## config.mk

```make
export PLATFORM = sky130hd
export DESIGN_NAME = expr_eval_flat
export DESIGN_NICKNAME = d
export VERILOG_FILES = /design/src/rtl/expr_eval_if.sv /design/src/rtl/expr_eval.sv /design/src/flat_wrapper.sv
export SDC_FILE = /design/constraint.sdc
export NUM_CORES = 1
export LEC_CHECK = 0
export ABC_AREA = 1
export CAP_MARGIN = 15
export CORE_MARGIN = 2
export CORE_UTILIZATION = 54
export DETAILED_ROUTE_END_ITERATION = 12
export PLACE_DENSITY = 0.71
export SYNTH_ARGS = -nofsm -noshare
export SYNTH_HDL_FRONTEND = slang
export SYNTH_SLANG_ARGS = --single-unit
```

## constraint.sdc

```tcl
create_clock -name clk -period 4.55 [get_ports clk]
set_input_delay 0.6825 -clock clk [delete_from_list [all_inputs] [get_ports clk]]
set_output_delay 0.6825 -clock clk [all_outputs]
set_load 0.01 [all_outputs]
```

## src/rtl/expr_eval_if.sv

```systemverilog
// Character-stream bus for expr_eval: input byte with valid/restart, plus
// the running result and status flags coming back.
interface expr_eval_if #(
  parameter int WIDTH = 16
);
  logic [7:0]       in;
  logic             in_valid;
  logic             restart;
  logic [WIDTH-1:0] result;
  logic             done;
  logic             err;
  logic             ovf;

  modport master (output in, in_valid, restart, input result, done, err, ovf);
  modport slave  (input in, in_valid, restart, output result, done, err, ovf);
endinterface

```

## src/rtl/expr_eval.sv

```systemverilog
// Incremental evaluator for single-digit "+"/"*" expressions with "*" precedence.
// Define EXPR_EVAL_SAT_EN for saturating arithmetic with a sticky ovf flag.
module expr_eval #(
  parameter int WIDTH = 16
) (
  input  logic        clk,
  input  logic        clr_n,
  expr_eval_if.slave  bus
);

  typedef enum logic [1:0] {IDLE, NUM, OP, ERR} state_t;

  state_t           state, state_nx;
  logic [WIDTH-1:0] sum, sum_nx;
  logic [WIDTH-1:0] term, term_nx;
  logic [WIDTH-1:0] result, result_nx;
  logic             mul, mul_nx;
  logic             err, err_nx;
  logic             ovf, ovf_nx;

  logic             is_dig, is_plus, is_star;
  logic [3:0]       d;
  logic [WIDTH-1:0] dz;
  logic [WIDTH:0]   term_n, res_n, sum_n;

  // Top bit of each helper's return value flags a saturation event.
  function automatic logic [WIDTH:0] add_op(input logic [WIDTH-1:0] a,
                                            input logic [WIDTH-1:0] b);
`ifdef EXPR_EVAL_SAT_EN
    logic [WIDTH:0] s;
    s = {1'b0, a} + {1'b0, b};
    if (s[WIDTH]) return {1'b1, {WIDTH{1'b1}}};
    return s;
`else
    return {1'b0, a + b};
`endif
  endfunction

  function automatic logic [WIDTH:0] mul_op(input logic [WIDTH-1:0] a,
                                            input logic [3:0]       b);
`ifdef EXPR_EVAL_SAT_EN
    logic [WIDTH+3:0] p;
    p = {4'b0, a} * {{WIDTH{1'b0}}, b};
    if (|p[WIDTH+3:WIDTH]) return {1'b1, {WIDTH{1'b1}}};
    return {1'b0, p[WIDTH-1:0]};
`else
    return {1'b0, a * {{(WIDTH-4){1'b0}}, b}};
`endif
  endfunction

  // ASCII '0'..'9' is 0x30..0x39, so the low nibble is the digit value.
  assign is_dig  = (bus.in >= 8'h30) && (bus.in <= 8'h39);
  assign is_plus = (bus.in == 8'h2B);
  assign is_star = (bus.in == 8'h2A);
  assign d       = bus.in[3:0];
  assign dz      = {{(WIDTH-4){1'b0}}, d};

  assign term_n  = mul ? mul_op(term, d) : {1'b0, dz};
  assign res_n   = add_op(sum, term_n[WIDTH-1:0]);
  assign sum_n   = add_op(sum, term);

  always_comb begin
    state_nx  = state;
    sum_nx    = sum;
    term_nx   = term;
    mul_nx    = mul;
    result_nx = result;
    err_nx    = err;
    ovf_nx    = ovf;
    if (bus.restart) begin
      state_nx  = IDLE;
      sum_nx    = '0;
      term_nx   = '0;
      mul_nx    = 1'b0;
      result_nx = '0;
      err_nx    = 1'b0;
      ovf_nx    = 1'b0;
    end else if (bus.in_valid) begin
      case (state)
        IDLE: begin
          if (is_dig) begin
            state_nx  = NUM;
            sum_nx    = '0;
            term_nx   = dz;
            result_nx = dz;
          end else begin
            state_nx = ERR;
            err_nx   = 1'b1;
          end
        end
        NUM: begin
          if (is_plus) begin
            state_nx = OP;
            sum_nx   = sum_n[WIDTH-1:0];
            mul_nx   = 1'b0;
            ovf_nx   = ovf | sum_n[WIDTH];
          end else if (is_star) begin
            state_nx = OP;
            mul_nx   = 1'b1;
          end else begin
            state_nx = ERR;
            err_nx   = 1'b1;
          end
        end
        OP: begin
          if (is_dig) begin
            state_nx  = NUM;
            term_nx   = term_n[WIDTH-1:0];
            result_nx = res_n[WIDTH-1:0];
            ovf_nx    = ovf | term_n[WIDTH] | res_n[WIDTH];
          end else begin
            state_nx = ERR;
            err_nx   = 1'b1;
          end
        end
        default: ;
      endcase
    end
  end

  always_ff @(posedge clk or negedge clr_n) begin
    if (!clr_n) begin
      state  <= IDLE;
      sum    <= '0;
      term   <= '0;
      mul    <= 1'b0;
      result <= '0;
      err    <= 1'b0;
      ovf    <= 1'b0;
    end else begin
      state  <= state_nx;
      sum    <= sum_nx;
      term   <= term_nx;
      mul    <= mul_nx;
      result <= result_nx;
      err    <= err_nx;
      ovf    <= ovf_nx;
    end
  end

  assign bus.result = result;
  assign bus.done   = (state == NUM);
  assign bus.err    = err;
`ifdef EXPR_EVAL_SAT_EN
  assign bus.ovf    = ovf;
`else
  assign bus.ovf    = 1'b0;
`endif

endmodule

```

## src/flat_wrapper.sv

```systemverilog
// flat-port wrapper written by rule: the top's interface ports become plain ports
module expr_eval_flat 
#(
  parameter int WIDTH = 16
)
  (clk, clr_n, bus_in, bus_in_valid, bus_restart, bus_result, bus_done, bus_err, bus_ovf);
  expr_eval_if #(.WIDTH(WIDTH)) bus_i ();
  input  logic clk;
  input  logic clr_n;
  input wire logic [$bits(bus_i.in)-1:0] bus_in;
  input wire logic [$bits(bus_i.in_valid)-1:0] bus_in_valid;
  input wire logic [$bits(bus_i.restart)-1:0] bus_restart;
  output wire logic [$bits(bus_i.result)-1:0] bus_result;
  output wire logic [$bits(bus_i.done)-1:0] bus_done;
  output wire logic [$bits(bus_i.err)-1:0] bus_err;
  output wire logic [$bits(bus_i.ovf)-1:0] bus_ovf;
  assign bus_i.in = bus_in;
  assign bus_i.in_valid = bus_in_valid;
  assign bus_i.restart = bus_restart;
  assign bus_result = bus_i.result;
  assign bus_done = bus_i.done;
  assign bus_err = bus_i.err;
  assign bus_ovf = bus_i.ovf;
  expr_eval #(.WIDTH(WIDTH)) u_core (.clk(clk), .clr_n(clr_n), .bus(bus_i));
endmodule
```

# Word-level counts from Yosys, hierarchy flattened
# Index checks and enable logic that the tools add are counted.
[totals] reg_bits=52 in_bits=12 wordCells=67 out_inout_bits=19
[op_classes] mux=32 magnitude_cmp=2 n_addsub=2 n_eq_ne=10 mul=1 n_reduce_logical=14
[ops] cell="2-to-1 mux 16 bit" n=12
[ops] cell="one-hot mux 16 bit (2 select lines)" n=3
[ops] cell="adder 16 bit" n=2
[ops] cell="equality test 8 x 6 -> 1 bit, second input constant" n=2
[ops] cell="multiplier 16 x 4 -> 16 bit" n=1
[ops] cell="nonzero test 3 bit" n=4
[ops] cell="2-to-1 mux 1 bit" n=11
[ops] cell="!= test 3 x 2 -> 1 bit, second input constant" n=3
[ops] cell="!= test 3 bit, second input constant" n=3
[ops] cell="greater-or-equal comparator 8 x 6 -> 1 bit, second input constant" n=1
[ops] cell="<= comparator 8 x 6 -> 1 bit, second input constant" n=1
[ops] cell="2-to-1 mux 2 bit" n=4
[ops] cell="AND reduction 4 bit" n=2
[ops] cell="AND reduction 5 bit" n=1
[ops] cell="one-hot mux 2 bit (2 select lines)" n=1
[ops] cell="nonzero test 2 bit" n=2
[ops] cell="AND reduction 3 bit" n=1
[ops] cell="equality test 2 x 1 -> 1 bit, second input constant" n=1
[ops] cell="equality test 2 bit, second input constant" n=1
[ops] cell="zero test 2 bit" n=1
[ops] cell="one-hot mux 1 bit (2 select lines)" n=1
[ops] cell="AND reduction 2 bit" n=1
[ops] cell="OR reduction 2 bit" n=1
[ops] cell="logical AND 1 bit" n=1

# Logic depth before layout (Yosys ltp)
# Gate-level depths: netlist of run 1.
[logic_depth] ltp_word=7 mapped_depth=30

# Least setup slack after synthesis of run 1
# OpenSTA, ideal clock, no wires.
[synth_path] path_type="in2reg" start="input port bus_in[3]" end="register u_core.result[15] (netlist: u_core.bus.result[15])" cell_stages=27 t_required_ps=4433 arrival_ps=4606 setup_slack_ps=-173 setup_time_ps=117 path_cell_list="buf_2 -> clkbuf_1 -> nand2_1 -> inv_1 -> fa_1 -> inv_1 -> fa_1 -> inv_1 -> ha_1 -> a21oi_1 -> nand2_1 -> nand2_1 -> nand2_1 -> a21oi_1 -> o21ai_1 -> o21ai_0 -> a21oi_1 -> ha_1 -> nand2_1 -> nor2_1 -> nand3_1 -> o2111ai_1 -> nand4_1 -> nand3_2 -> nand2_1 -> nand3_1 -> nand2_1"
[synth_via] elab_chain_len=7
[synth_rtl] item="from (decl)" line="flat_wrapper.sv:10" source="input wire logic [$bits(bus_i.in)-1:0] bus_in;"
[synth_rtl] item="multiplier 16 x 4 -> 16 bit" line="expr_eval.sv:47" source="return {1'b0, a * {{(WIDTH-4){1'b0}}, b}};"
[synth_rtl] item="2-to-1 mux 16 bit" line="expr_eval.sv:58" source="assign term_n = mul ? mul_op(term, d) : {1'b0, dz};"
[synth_rtl] item="adder 16 bit" line="expr_eval.sv:35" source="return {1'b0, a + b};"
[synth_rtl] item="2-to-1 mux 16 bit" line="expr_eval.sv:106" source="if (is_dig) begin"
[synth_rtl] item="one-hot mux 16 bit (2 select lines)" line="expr_eval.sv:79" source="case (state)"
[synth_rtl] item="2-to-1 mux 16 bit" line="expr_eval.sv:78" source="end else if (bus.in_valid) begin"
[synth_rtl] item="2-to-1 mux 16 bit" line="expr_eval.sv:70" source="if (bus.restart) begin"
[synth_rtl] item="to (signal assigned)" line="expr_eval.sv:135" source="result <= result_nx;"
[synth_rtl] item="to (decl)" line="expr_eval.sv:16" source="logic [WIDTH-1:0] result, result_nx;"
# Several ways; a longest one is shown, not always the timed one. The select of a mux whose other input is x is not followed.
# A chain may end at the register's enable or synchronous reset.

# Worst setup path in the final report of run 1
[layout_path] start="register u_core.term[2]" end="register u_core.result[14] (netlist: u_core.bus.result[14])"
[layout_via] elab_chain_len=7
[layout_rtl] item="from (decl)" line="expr_eval.sv:15" source="logic [WIDTH-1:0] term, term_nx;"
[layout_rtl] item="from (signal assigned)" line="expr_eval.sv:133" source="term <= term_nx;"
[layout_rtl] item="multiplier 16 x 4 -> 16 bit" line="expr_eval.sv:47"
[layout_rtl] item="2-to-1 mux 16 bit" line="expr_eval.sv:58"
[layout_rtl] item="adder 16 bit" line="expr_eval.sv:35"
[layout_rtl] item="2-to-1 mux 16 bit" line="expr_eval.sv:106"
[layout_rtl] item="one-hot mux 16 bit (2 select lines)" line="expr_eval.sv:79"
[layout_rtl] item="2-to-1 mux 16 bit" line="expr_eval.sv:78"
[layout_rtl] item="2-to-1 mux 16 bit" line="expr_eval.sv:70"
# No other way between the ends. The select of a mux whose other input is x is not followed.

==> summary.md, run 1 <==
| Metric | Value |
|---|---|
| CP Capture Type | flip-flop |
| Initial Utilization | 55.4% |
| WP data required | approximately 4.8 ns |
| WP data arrival | about 4.5 ns |
| Post-Syn Instances | between 700 and 800 |
| CTS Hold Bufs | 0 |
| Setup Skew | between 0.005 and 0.006 ns |
| Clock latency on the worst-skew pair | between 0.3 and 0.4 ns |
| Tmin final | around 4.3 ns |
| Warnings, synthesis | 0 |
| R2R Setup Slk | between 0.2 and 0.3 ns |
| Antenna violations before repair | 0 |
| NumNets Final | 943 |
| Clock root cell | clkbuf_8 |
| Max-cap violation count | 0 |
| Worst hold path type | input pin to async pin |
| Sink Count | 52 |
| Worst VDD drop | roughly 0.00016 V |
| Slew HR | 54.8% |
| Most common cell on crit path | nand2_1 |
| Slew Viols, Final | 0 |
| Storage element area | between 1000 and 1500 um2 |
| Setup WS pre-CTS | -0.622 ns |
| Pre-antenna DRT Iters | 5 |
| Clk pin slew, worst setup/hold paths | roughly 0.090 ns |
| Synthesized flop and latch total | 52 |
| PD cells | 171 nW/um2 |
| Via density | 5.33 |
| Number of top-level pins | 31 |
| Number of remaining DRC errors | 0 |
| Share of the synthesized area in the top cell type | 24.1% |
| Most used DFF post-synth | dfrtp_1 |
| Crit Path Category | flip-flop to flip-flop |
| Max Buffers Root-to-Sink | 2 |
| Final worst slack | between 0.2 and 0.3 ns |
| CP startpoint kind | flip-flop |
| Slew at the pin closest to its max-slew limit | just under 0.7 ns |
| FILL cells | 817 |
| Fin crit share | a little over nine tenths |
| RSZ-0062 raised after global routing | no |
| Die H | 104 um |
| Total CTS buffers | 5 |
| Vias | roughly 5300 |
| Cell variety after synth | between 40 and 50 |
| Setup violators final | 0 |
| CP startpoint | u_core.term[2] |
| First-pass GRT wire length | around 25000 um |
| Core ar. | about 9700 um2 |
| Worst-path fanout max | 6 |
| CP max stage delay | roughly 0.54 ns |
| Port buffer count | 29 |
| Post-route insts no fill | just under 1000 |
| Outcome | finished clean |
| Fmax | around 230 MHz |
| Netlist Area Pre-Place | between 5000 and 6000 um2 |
| DRT antenna net count | 0 |
| Async SR Flop Fraction | 100% |
| Mean Syn Cell Area | around 7.0 um2 |
| Die area | approximately 11000 um2 |
| Largest net degree at the start of global routing | 53 |
| Area of the multi-input gates | 3680 um2 |
| Cell taking the most area after synthesis | dfrtp_1 |
| RR Startpoint | u_core.term[2] |
| CTS tree | built |
| Rows | 36 |
| Die width | about 100 um |
| Grt ovf | 0 |
| Number of enable flip-flop cells after synthesis | 0 |
| Layout cell share with drive strength beyond 1 | between 10% and 20% |
| Worst Hold Slack | 0.473 ns |
| Vias in the first global route | about 5200 |
| Total leakage power | about 0.0037 uW |
| HPWL Detailed | about 11000 um |
| Net Count, Synth | roughly 850 |
| Final GP Congestion | a little under 1 |
| Fin. Hold Viols | 0 |
| Crit-path slowest cell | fa_1 |
| Initial DRC count | around 410 |
| Register area share after synthesis | about a quarter |
| Placed cells | 984 |
| Final WL | 14200 um |
| GRT Util Overall | between 20% and 30% |
| Area grow syn2layout | 22.0% |
| Setup TNS Final | 0 ns |
| Htree depth | 2 |
| Synth area leaders | dfrtp_1 24%, nand2_1 15%, ha_1 10% |
| Drt wl/cell | about 14 um |
| Inserted Diodes | 0 |
[cells in the mapped netlist (5+ instances only)]
master,instances
clkbuf_1,9
inv_1,133
fa_1,27
nand2_2,10
xnor2_1,5
dfrtp_1,52
or2_2,5
buf_2,5
a22o_1,9
ha_1,45
o21ai_0,47
nand3_2,5
o21ai_1,12
nand2_1,215
nand3_1,25
nor2_1,50
a21oi_1,46
nand4_1,8
inv_2,6
[registers in the layout, summed over array words and instances, names as in the netlist]
name               count
u_core.bus.result     16
u_core.term           16
u_core.sum            16
u_core.state           2
u_core.bus.err         1
u_core.mul             1
[critical path: cells and delay by family, from the launching register on]
kind,cells,cell delay [ns]
fa+ha+maj,4,1.57
simple gates,15,1.27
compound gates,3,0.51
flops,1,0.49
buf+inv,4,0.33
[timing repair]
action / in CTS / in global routing
endpoints found under the setup margin: 9 / 10
gates resized for setup: 8 / 36
pin swaps: 0 / 9
setup buffers: 0 / 1
[layer usage]
metal | GRT usage (%) | part of all wire [%]
met1 | 39.9 | 46
met2 | 43.9 | 46
met3 | 2.88 | 6.1
met4 | 8.11 | 1.8
met5 | 0 | 0
[power by group]
part	internal, uW	switching, uW
combinational	137	198
clock	124	158
sequential	479	28.7
[cells by family (layout without fill, tap and decap cells)]
| group | after synthesis | count (layout) | share of synthesized area (%) |
|---|---|---|---|
| adder cells (fa/ha/maj) | 72 | 72 | 20.5 |
| AND/OR/NAND/NOR | 331 | 331 | 26.4 |
| AO/OA/AOI/OAI | 146 | 146 | 16.0 |
| other | 1 | 1 | 0.0696 |
| flip-flops | 52 | 52 | 24.1 |
| buffers and inverters | 158 | 249 | 11.4 |
| XOR/XNOR | 9 | 9 | 1.46 |
[through the flow]
stage	total power, uW	util (%)	area [um2]
6_report	1130	67.6	6580
5_1_grt	1190	67.6	6580
4_1_cts	1110	65.9	6410
3_5_place_dp	835	64.8	6310
3_3_place_gp	825	64.8	6310
2_1_floorplan	702	-	5420
[area by class of cell]
cell class / instances / area share, %
clock buffer: 8 / 1.37
inverter: 140 / 7.99
multi-input combinational: 559 / 55.9
sequential: 52 / 19.8
tap: 133 / 2.53
timing repair buffer: 101 / 12.4
[final timing paths]
kind | endpoint | cells past startpoint
max reg2reg | u_core.bus.result[14] | 26
min in group clk | u_core.bus.result[13] | 2
max | u_core.bus.result[14] | 26
min reg2reg | u_core.bus.result[13] | 2
max in group asynchronous | u_core.term[14] | 2
min | u_core.sum[0] | 2
[cells in the final DEF, fill, tap and decap left out, types with 2 or more instances in the layout]
cell type	count
a211oi_1	3
a21o_1	4
a21oi_1	43
a21oi_2	5
a22o_1	9
a31oi_1	2
a32o_1	3
buf_4	71
clkbuf_1	2
clkbuf_2	3
clkbuf_8	6
clkdlybuf4s50_1	25
dfrtp_1	52
fa_1	27
ha_1	36
ha_4	9
inv_1	133
inv_2	6
nand2_1	214
nand2_2	11
nand3_1	24
nand3_2	6
nand3b_1	2
nand4_1	8
nor2_1	43
nor2_2	8
nor3_1	2
nor3_2	2
o211ai_1	2
o21a_1	2
o21ai_0	43
o21ai_1	14
o31ai_1	3
or2_2	5
xnor2_1	5
xor2_1	4
No activity file was read; power rests on OpenSTA's default activity.
==> inputs of run 2 (changes only) <==
Settings changed: CORE_UTILIZATION 54 to 51, MAX_ROUTING_LAYER from default to met4, PLACE_DENSITY 0.71 to 0.68, SLEW_MARGIN from default to 15.
==> run 2 against run 1 <==
Wire length is 2.6% higher. Highest routed layer unchanged. Clock skew increased by 0.00081 ns. Clock power is 9.9% lower. Worst setup slack got worse by 0.059 ns. Global-route usage fell by 0.13 points.
==> summary.md, run 2 (same netlist as run 1, synthesis figures left out) <==
| Metric | Value |
|---|---|
| DRT antenna net count | 0 |
| Setup Skew | 0.00611 ns |
| Worst-path fanout max | 6 |
| R2R Setup Slk | between 0.2 and 0.3 ns |
| Crit-path slowest cell | fa_1 |
| Final GP Congestion | between 0.9 and 1 |
| Max-cap violation count | 0 |
| Area grow syn2layout | 21.6% |
| Crit Path Category | input pin to flip-flop |
| Number of remaining DRC errors | 0 |
| Met2 routed wirelength | around 7000 um |
| Most common cell on crit path | nand2_1 |
| Fin. Hold Viols | 0 |
| Worst VDD drop | around 0.00016 V |
| Die area | around 11000 um2 |
| Final worst slack | roughly 0.2 ns |
| Clock root cell | clkbuf_8 |
| Rows | 37 |
| Die width | about 110 um |
| Number of top-level pins | 31 |
| Setup bufs post-CTS | 0 |
| RSZ-0062 raised after global routing | yes |
| HPWL Detailed | 11500 um |
| Outcome | finished clean |
| Routed length on met3 | between 500 and 600 um |
| Most common cell after layout, fill and taps aside | nand2_1 |
| Sw Share | between 30% and 40% |
| Grt ovf | 0 |
| CP startpoint | bus_in[3] |
| Pre-antenna DRT Iters | 5 |
| Top sig layer | met4 |
| First-pass GRT wire length | about 25000 um |
| Clk pin slew, worst setup/hold paths | roughly 0.090 ns |
| Tmin final | approximately 4.3 ns |
| Largest net degree at the start of global routing | 53 |
| Core ar. | 10300 um2 |
| FILL cells | just under 1000 |
| Int Pwr | 723 uW |
| Slew HR | 54.4% |
| Slew at the pin closest to its max-slew limit | 0.684 ns |
| Part of the power in the clock network | about a quarter |
| Layout cell share with drive strength beyond 1 | ~17% |
| Post-route cell area | between 6000 and 7000 um2 |
| Biggest regs | u_core.bus.result: 16 flops, u_core.sum: 16 flops, u_core.term: 16 flops |
| Slew Viols, Final | 0 |
| PD cells | approximately 170 nW/um2 |
| RR Startpoint | u_core.term[2] |
| CP startpoint kind | input pin |
| Register share of total power | a little under half |
| CP Capture Type | flip-flop |
| Most frequent cells in the layout | 214 x nand2_1, 132 x inv_1, 69 x buf_4 |
| Htree depth | 2 |
| Die H | between 100 and 150 um |
| WP data arrival | between 4 and 5 ns |
| Vias in the first global route | about 5300 |
| Switch Pwr | approximately 370 uW |
| Total CTS buffers | 5 |
| Initial DRC count | between 400 and 500 |
| Clock latency on the worst-skew pair | ~0.30 ns |
| NumNets Final | 942 |
| R2r endpoint | u_core.bus.result[14] |
| Placed cell area | between 6000 and 7000 um2 |
| Max Buffers Root-to-Sink | 2 |
| Setup WS pre-CTS | -0.650 ns |
| Port buffer count | 29 |
| Antenna violations before repair | 0 |
| Logic pwr share | between 30% and 40% |
| CTS tree | built |
| Drt wl/cell | about 15 um |
| Fmax | roughly 230 MHz |
| CP max stage delay | ~0.54 ns |
| Final WL | ~15000 um |
| Inserted Diodes | 0 |
| Worst hold path type | input pin to async pin |
| Vias | ~5300 |
| Total leakage power | around 0.0037 uW |
| Setup violators final | 0 |
| GRT Util Overall | a little over a quarter |
| WP data required | 4.75 ns |
| Fin crit share | 95.5% |
| Via density | 5.30 |
| Worst r2r path cells | 28 |
| Initial Utilization | between 50% and 60% |
| M1 WL | approximately 6900 um |
| Sink Count | 52 |
run 2: what timing repair did:
item / in CTS / in global routing
pin swaps: 2 / 9
setup endpoints to repair: 9 / 9
hold buffers: 0 / 0
gates resized for setup: 7 / 37
run 2: routing by layer:
layer,vias to the layer above,global-route usage (%)
li1,2637,-
met5,-,-
met2,112,44.4
met3,18,2.55
met1,2498,37.9
met4,0,5.75
run 2: layout make-up:
cell class	instances	area, um2	share of cell area [%]
Clock buffer	6	72.6	1.11
Sequential cell	52	1300	19.9
Clock inverter	1	5.00	0.0764
Tap cell	136	170	2.60
Inverter	140	526	8.02
Multi-Input combinational cell	559	3670	56.0
Timing Repair Buffer	100	811	12.4
run 2: worst max-delay path by stage:
stage                       endpoint  cells past startpoint
4_1_cts        u_core.bus.result[14]                     27
6_report       u_core.bus.result[14]                     26
5_1_grt        u_core.bus.result[15]                     27
2_1_floorplan  u_core.bus.result[15]                     27
3_5_place_dp   u_core.bus.result[10]                     22
3_3_place_gp   u_core.bus.result[14]                     27
run 2: power by group through the flow:
stage                     Sequential (uW)  Combinational [uW]  Clock, uW
after floorplan                       506                 196          0
after global placement                515                 313          0
after detailed placement              515                 322          0
after CTS                             506                 324        267
after global routing                  510                 374        283
final                                 508                 335        255
run 2: critical path: cells and delay by family:
family | cells | cell delay (ns)
adder cells (fa/ha/maj) | 4 | 1.73
AND/OR/NAND/NOR | 15 | 1.29
AO/OA/AOI/OAI | 2 | 0.37
buffers and inverters | 5 | 0.49
run 2: per-stage QoR:
step / power, uW / util [%] / TNS [ns] / hold WS (ns) / cells
2_1_floorplan: 702 / - / -0.00153 / 0.387 / 769
3_3_place_gp: 828 / 61.4 / -4.11 / 0.467 / 987
3_5_place_dp: 837 / 61.4 / -5.09 / 0.472 / 987
4_1_cts: 1100 / 62.2 / 0 / 0.495 / 994
5_1_grt: 1170 / 63.8 / -0.0551 / 0.522 / 994
6_report: 1100 / 63.8 / 0 / 0.488 / 994
